--- src/rtl/num_classify_stream_if.sv ---
// num_classify_stream_if
//   Bundles the number-in / result-out handshakes of num_classify_stream.
//   Handshake rule for both channels: a transfer happens on a rising clk
//   edge where valid && ready are both 1; the sender holds valid and its
//   payload stable until that edge, and ready never depends on valid.
//   Signals:
//     in_valid/in_ready/in_num    number channel (source -> classifier)
//     out_valid/out_ready         result channel (classifier -> consumer)
//     out_num/out_even/out_div/out_rem   result payload
//     even_cnt/odd_cnt            running saturating totals
//     dbg_state                   classifier FSM state (0 IDLE, 1 CALC, 2 DONE)
//   Modports: slave = classifier side, master = source/consumer side.
interface num_classify_stream_if #(
    parameter int WIDTH = 32,
    parameter int CNT_W = 16
);
    logic             in_valid;
    logic             in_ready;
    logic [WIDTH-1:0] in_num;
    logic             out_valid;
    logic             out_ready;
    logic [WIDTH-1:0] out_num;
    logic             out_even;
    logic             out_div;
    logic [WIDTH-1:0] out_rem;
    logic [CNT_W-1:0] even_cnt;
    logic [CNT_W-1:0] odd_cnt;
    logic [1:0]       dbg_state;

    modport slave (
        input  in_valid, in_num, out_ready,
        output in_ready, out_valid, out_num, out_even, out_div, out_rem,
               even_cnt, odd_cnt, dbg_state
    );

    modport master (
        output in_valid, in_num, out_ready,
        input  in_ready, out_valid, out_num, out_even, out_div, out_rem,
               even_cnt, odd_cnt, dbg_state
    );
endinterface

--- src/rtl/num_classify_stream.sv ---
// num_classify_stream
//   Streaming number classifier. Accepts one WIDTH-bit number per input
//   handshake, computes num mod DIVISOR with an MSB-first restoring
//   shift-subtract divider (one bit per cycle, WIDTH cycles), then presents
//   the number, even/odd, divisible flag and remainder until the consumer
//   takes them. Even/odd totals count delivered results and saturate.
//   Ports:
//     clk  rising-edge clock
//     rst  asynchronous active-high reset
//     bus  num_classify_stream_if.slave (in_*, out_*, counters, dbg_state)
//   Parameters: WIDTH (>=2), DIVISOR (>=1), CNT_W (counter width).
//   Optional: define NUM_CLASSIFY_DISPLAY_EN to print one simulation line
//   per delivered result; behaviour is otherwise identical.
module num_classify_stream #(
    parameter int              WIDTH   = 32,
    parameter longint unsigned DIVISOR = 3,
    parameter int              CNT_W   = 16
) (
    input logic                  clk,
    input logic                  rst,
    num_classify_stream_if.slave bus
);
    localparam int             IDX_W   = $clog2(WIDTH);
    localparam logic [WIDTH:0] DIV_EXT = (WIDTH+1)'(DIVISOR);

    generate
        if (DIVISOR == 0) begin : g_bad_divisor
            $error("num_classify_stream: DIVISOR must be at least 1");
        end
        if (WIDTH < 2) begin : g_bad_width
            $error("num_classify_stream: WIDTH must be at least 2");
        end
    endgenerate

    typedef enum logic [1:0] {
        IDLE = 2'd0,
        CALC = 2'd1,
        DONE = 2'd2
    } state_t;

    state_t           state;
    logic [WIDTH-1:0] operand;
    // Partial remainder is always < DIVISOR, so WIDTH bits hold it; the
    // shifted trial value needs the extra bit.
    logic [WIDTH-1:0] rem;
    logic [IDX_W-1:0] idx;
    logic [WIDTH:0]   shifted;
    logic [WIDTH:0]   rem_next;

    always_comb begin
        shifted  = {rem, operand[idx]};
        rem_next = shifted;
        if (shifted >= DIV_EXT) begin
            rem_next = shifted - DIV_EXT;
        end
    end

    // Decoded from the state register only, so never depends on in_valid.
    assign bus.in_ready  = (state == IDLE);
    assign bus.dbg_state = state;

    always_ff @(posedge clk or posedge rst) begin
        if (rst) begin
            state        <= IDLE;
            operand      <= '0;
            rem          <= '0;
            idx          <= '0;
            bus.out_valid <= 1'b0;
            bus.out_num  <= '0;
            bus.out_even <= 1'b0;
            bus.out_div  <= 1'b0;
            bus.out_rem  <= '0;
            bus.even_cnt <= '0;
            bus.odd_cnt  <= '0;
        end else begin
            case (state)
                IDLE: begin
                    if (bus.in_valid) begin
                        operand <= bus.in_num;
                        rem     <= '0;
                        idx     <= IDX_W'(WIDTH - 1);
                        state   <= CALC;
                    end
                end
                CALC: begin
                    rem <= rem_next[WIDTH-1:0];
                    if (idx == '0) begin
                        // Last bit step: publish the whole result at once.
                        state         <= DONE;
                        bus.out_valid <= 1'b1;
                        bus.out_num   <= operand;
                        bus.out_even  <= ~operand[0];
                        bus.out_rem   <= rem_next[WIDTH-1:0];
                        bus.out_div   <= (rem_next == '0);
                    end else begin
                        idx <= idx - IDX_W'(1);
                    end
                end
                DONE: begin
                    if (bus.out_ready) begin
                        bus.out_valid <= 1'b0;
                        state         <= IDLE;
                        if (bus.out_even) begin
                            if (bus.even_cnt != '1) begin
                                bus.even_cnt <= bus.even_cnt + CNT_W'(1);
                            end
                        end else begin
                            if (bus.odd_cnt != '1) begin
                                bus.odd_cnt <= bus.odd_cnt + CNT_W'(1);
                            end
                        end
                    end
                end
                default: begin
                    state <= IDLE;
                end
            endcase
        end
    end

`ifdef NUM_CLASSIFY_DISPLAY_EN
    always @(posedge clk) begin
        if (!rst && bus.out_valid && bus.out_ready) begin
            $display("num_classify_stream: num=%0d %s %s rem=%0d",
                     bus.out_num,
                     bus.out_even ? "even" : "odd",
                     bus.out_div ? "divisible" : "not divisible",
                     bus.out_rem);
        end
    end
`endif

endmodule

--- src/flat_wrapper.sv ---
// flat-port wrapper written by rule: the top's interface ports become plain ports
module num_classify_stream_flat 
#(
    parameter int              WIDTH   = 32,
    parameter longint unsigned DIVISOR = 3,
    parameter int              CNT_W   = 16
)
  (clk, rst, bus_in_valid, bus_in_num, bus_out_ready, bus_in_ready, bus_out_valid, bus_out_num, bus_out_even, bus_out_div, bus_out_rem, bus_even_cnt, bus_odd_cnt, bus_dbg_state);
  num_classify_stream_if #(.WIDTH(WIDTH), .CNT_W(CNT_W)) bus_i ();
  input logic clk;
  input logic rst;
  input wire logic [$bits(bus_i.in_valid)-1:0] bus_in_valid;
  input wire logic [$bits(bus_i.in_num)-1:0] bus_in_num;
  input wire logic [$bits(bus_i.out_ready)-1:0] bus_out_ready;
  output wire logic [$bits(bus_i.in_ready)-1:0] bus_in_ready;
  output wire logic [$bits(bus_i.out_valid)-1:0] bus_out_valid;
  output wire logic [$bits(bus_i.out_num)-1:0] bus_out_num;
  output wire logic [$bits(bus_i.out_even)-1:0] bus_out_even;
  output wire logic [$bits(bus_i.out_div)-1:0] bus_out_div;
  output wire logic [$bits(bus_i.out_rem)-1:0] bus_out_rem;
  output wire logic [$bits(bus_i.even_cnt)-1:0] bus_even_cnt;
  output wire logic [$bits(bus_i.odd_cnt)-1:0] bus_odd_cnt;
  output wire logic [$bits(bus_i.dbg_state)-1:0] bus_dbg_state;
  assign bus_i.in_valid = bus_in_valid;
  assign bus_i.in_num = bus_in_num;
  assign bus_i.out_ready = bus_out_ready;
  assign bus_in_ready = bus_i.in_ready;
  assign bus_out_valid = bus_i.out_valid;
  assign bus_out_num = bus_i.out_num;
  assign bus_out_even = bus_i.out_even;
  assign bus_out_div = bus_i.out_div;
  assign bus_out_rem = bus_i.out_rem;
  assign bus_even_cnt = bus_i.even_cnt;
  assign bus_odd_cnt = bus_i.odd_cnt;
  assign bus_dbg_state = bus_i.dbg_state;
  num_classify_stream #(.WIDTH(WIDTH), .DIVISOR(DIVISOR), .CNT_W(CNT_W)) u_core (.clk(clk), .rst(rst), .bus(bus_i));
endmodule
--- config.mk ---
export PLATFORM = sky130hd
export DESIGN_NAME = num_classify_stream_flat
export DESIGN_NICKNAME = d
export VERILOG_FILES = /design/src/rtl/num_classify_stream_if.sv /design/src/rtl/num_classify_stream.sv /design/src/flat_wrapper.sv
export SDC_FILE = /design/constraint.sdc
export NUM_CORES = 1
export LEC_CHECK = 0
export ABC_AREA = 1
export CORE_MARGIN = 1.5
export CORE_UTILIZATION = 55
export DETAILED_ROUTE_END_ITERATION = 12
export PLACE_DENSITY = 0.82
export SYNTH_ARGS = -nofsm -noshare
export SYNTH_HDL_FRONTEND = slang
export SYNTH_SLANG_ARGS = --single-unit
--- constraint.sdc ---
create_clock -name clk -period 8.1 [get_ports clk]
set_input_delay 0.81 -clock clk [delete_from_list [all_inputs] [get_ports clk]]
set_output_delay 0.81 -clock clk [all_outputs]
set_load 0.02 [all_outputs]
==> flow_summary_export.csv <==
group,metric,value,unit
run_status,status,"complete, no violations",
clock_tree,post_cts_resized,0,
worst_setup_path,crit_start,"u_core.idx[0]",
placed_design,detailed_place_hpwl,14.4,mm
global_routing,grt_usage,0.284,
synthesis,async_flop_share,1.00,
drt,dr_total_vias,7035,
power_and_ir_drop,power.internal,2180,uW
sta,finalCriticalPeriod,3.82,ns
power_and_ir_drop,p_sw,1550,uW
floorplanning,dieArea,15400,um2
final_layout,drive_gt1_frac,0.0546,
clock_tree,clockBufferDepth,2,
drt,wl,20.8,mm
worst_setup_path,cp_slowest_stage_delay,0.70,ns
clock_tree,cts_tree,"built",
sta,holdWs,0.474,ns
clock_tree,numClockSinks,170,
worst_setup_path,worstPathArrival,4.17,ns
final_layout,n_antenna_cell,0,
global_routing,grt_max_degree,120,
synthesis,netlist_area,8060,um2
synthesis,yosysMostFrequentCell,"nand2_1",
synthesis,synth.net_count,1001,
sta,max_freq,262,MHz
placed_design,portBuffers,137,
hold_path,worstHoldPathType,"flop to flop",
synthesis,yosysSeqAreaShare,0.528,
floorplanning,fp.coreArea,14400,um2
sta,relSlewSlack,0.289,
power_and_ir_drop,leakage,0.00483,uW
power_and_ir_drop,power_frac_comb,0.421,
clock_tree,clk_pin_slew,0.07,ns
worst_setup_path,rrSetupSlack,4.28,ns
synthesis,ys_top_cells_by_area,"dfrtp_1 53%, nand2_1 11%, inv_1 4.8%, nor2_1 4.7%, nand3_1 4.6%",
placed_design,routabilityCongestion,1.01,
floorplanning,die_w,124,um
global_routing,antenna_found_initial,0,
job,max-cap-violations,0,
synthesis,syn_inst,960,
sta,period_share,0.471,
synthesis,yosys.area.top_type_share,0.528,
worst_setup_path,regToRegStartpoint,"u_core.idx[0]",
synthesis,yosysTopAreaCell,"dfrtp_1",
clock_tree,root_buffer,"clkbuf_16",
sta,finalHoldViolations,0,
sta,worst_pin_slew,1.06,ns
floorplanning,die-height,124,um
worst_setup_path,critPathSlowestCell,"dfrtp_1",
drt,wl_per_cell,16.2,um
worst_setup_path,reg2regPathDepth,21,
power_and_ir_drop,p_sw_frac,0.415,
clock_tree,worst_skew_pair.late_latency,0.43,ns
worst_setup_path,critical_path_peak_fanout,21,
final_layout,finish.utilization,0.701,
synthesis,syn_avg_cell_area,8.39,um2
drt,ant_nets,0,
synthesis,yosys-top-cells-count,"234 x nand2_1, 170 x dfrtp_1, 103 x inv_1",
worst_setup_path,cp_cell_sequence,"inv_2, nand2_1, nand3_1, nand3_1, nand2_1, nor2_1, nand2_2, nand2_1, inv_1, ha_1, inv_1, nand2_1, nor3_1, nand2_1, nor4_1, xor2_1, nand2_1, nand2_1, nor2_1, nand3_1, o21bai_1",
worst_setup_path,critPathKind,"flop to flop",
clock_tree,cts_made_buffers,17,
worst_setup_path,critPathLaunchType,"flop",
sta,finalSetupViolCount,0,
worst_setup_path,crit_required,8.46,ns
final_layout,fin_nets,1127,
worst_setup_path,path_common_cell,"nand2_1",
global_routing,grt.overflow.total,0,
power_and_ir_drop,seqPwrFrac,0.363,
synthesis,ys_types,36,
hold_path,min_path_cells,2,
drt,avgViaCountPerCell,5.48,
worst_setup_path,end_kind,"flop",
floorplanning,rows,44,
synthesis,synth_edf_count,0,
clock_tree,cts_hold_buf,0,
sta,final.setup_skew,0.00971,ns
final_layout,syn_to_final_growth,25.5,%
power_and_ir_drop,pwr-share-clk,0.216,
drt,drc,0,
final_layout,fillers,1178,
hold_path,hold_end,"u_core.bus.out_num[21]",
synthesis,ys_ff_latch,170,
synthesis,yosysWarnings,0,
global_routing,grt_pass1_wl,33.5,mm
sta,rsz0062_at_grt,"no",
worst_setup_path,regToRegEndpoint,"u_core.bus.out_div",
power_and_ir_drop,p_per_area,369,nW/um2
hold_path,hp-start,"u_core.bus.out_num[21]",
synthesis,synth-main-ff-cell,"dfrtp_1",
power_and_ir_drop,vdd_drop_max,0.209,mV
global_routing,grt_pass1_vias,6552,
floorplanning,ios,138,
sta,maxSlewViolCount,0,
sta,fin_setup_tns,0,ns
clock_tree,h-tree-depth,4,
floorplanning,start_util,0.559,
drt,drt_iter0_markers,634,
drt,firstDrtPassIters,5,
clock_tree,post_cts_buffers,0,
==> power groups by stage <==
| stage | Combinational (uW) | Clock, uW | Sequential (uW) |
|---|---|---|---|
| after CTS | 1560 | 817 | 1350 |
| final | 1570 | 807 | 1360 |
| after global placement | 1520 | 0 | 1350 |
| after global routing | 1740 | 850 | 1390 |
| after detailed placement | 1550 | 0 | 1360 |
| after floorplan | 883 | 0 | 1450 |
==> kinds of logic (layout without fill, tap and decap cells) <==
kind of cell,after synthesis,in the layout,synth area share
buffers and inverters,141,280,0.0711
multiplexers,9,9,0.0126
XOR/XNOR,46,46,0.0509
AND/OR/NAND/NOR,456,456,0.240
AO/OA/AOI/OAI,133,133,0.0894
flip-flops,170,170,0.528
adder cells (fa/ha/maj),5,5,0.00776
==> flip-flops by register name, summed over array words and instances, names as in the netlist <==
name	count
u_core.bus.out_num	32
u_core.bus.out_rem	32
u_core.operand	32
u_core.rem	32
u_core.bus.even_cnt	16
u_core.bus.odd_cnt	16
u_core.idx	5
u_core.bus.dbg_state	2
u_core.bus.out_div	1
u_core.bus.out_even	1
u_core.bus.out_valid	1
==> cell usage in the layout, fill, tap and decap left out, types with 2 or more instances in the layout <==
cell               n
a21oi_1           28
buf_4              5
bufinv_16          2
clkbuf_16         17
clkdlybuf4s50_1  137
clkinv_2           4
clkinv_4           2
dfrtp_1          170
ha_1               5
inv_1            101
inv_2              3
inv_6              5
mux2_2             9
nand2_1          233
nand2_2            4
nand3_1           74
nand3_2            3
nand3_4            2
nand4_1           17
nor2_1           101
nor3_1            16
nor4_1             3
o21a_1             2
o21ai_0           66
o21ai_1            3
o21bai_1           2
o22ai_1           27
xnor2_1           13
xor2_1            32
==> layout make-up <==
type                    instances  area (um2)  area share
flip-flops and latches        170        4250       0.421
multi-input cells             649        3230       0.320
repair buffers                142        1410       0.139
clock buffers                  19         443      0.0438
inverters                     106         403      0.0398
well taps                     184         230      0.0228
clock inverters                13         140      0.0139
==> layer usage <==
metal  GRT usage  wire [um]  vias to the layer above
li1            -          -                     3356
met1       0.415       9550                     3374
met2       0.418       9320                      262
met3      0.0586       1330                       43
met4       0.109        559                        0
met5           0          0                        -
==> through the flow <==
| step | total power (uW) | cell area (um2) | instances | setup slack (ns) |
|---|---|---|---|---|
| 2_1_floorplan | 2330 | 8060 | 960 | 2.69 |
| 3_5_place_dp | 2900 | 9530 | 1251 | 4.36 |
| 6_report | 3730 | 10100 | 1283 | 4.28 |
| 4_1_cts | 3730 | 10100 | 1283 | 4.35 |
| 3_3_place_gp | 2870 | 9530 | 1251 | 4.52 |
| 5_1_grt | 3980 | 10100 | 1283 | 3.88 |
==> critical path, delay by kind of cell, from the launching register on <==
kind,cells,cell delay [ns]
flops,1,0.70
fa+ha+maj,1,0.22
compound gates,1,0.13
simple gates,15,2.13
buf+inv,3,0.44
xor+xnor,1,0.12
==> worst max path at each step <==
stage / cells after the start / slack, ns / to
after floorplan: 1 / 2.69 / u_core.bus.dbg_state[0]
after global placement: 21 / 4.52 / u_core.bus.out_div
after detailed placement: 21 / 4.36 / u_core.bus.out_div
after CTS: 21 / 4.35 / u_core.bus.out_div
after global routing: 21 / 3.88 / u_core.bus.out_div
final: 21 / 4.28 / u_core.bus.out_div
Power figures use the tool's default switching activity.
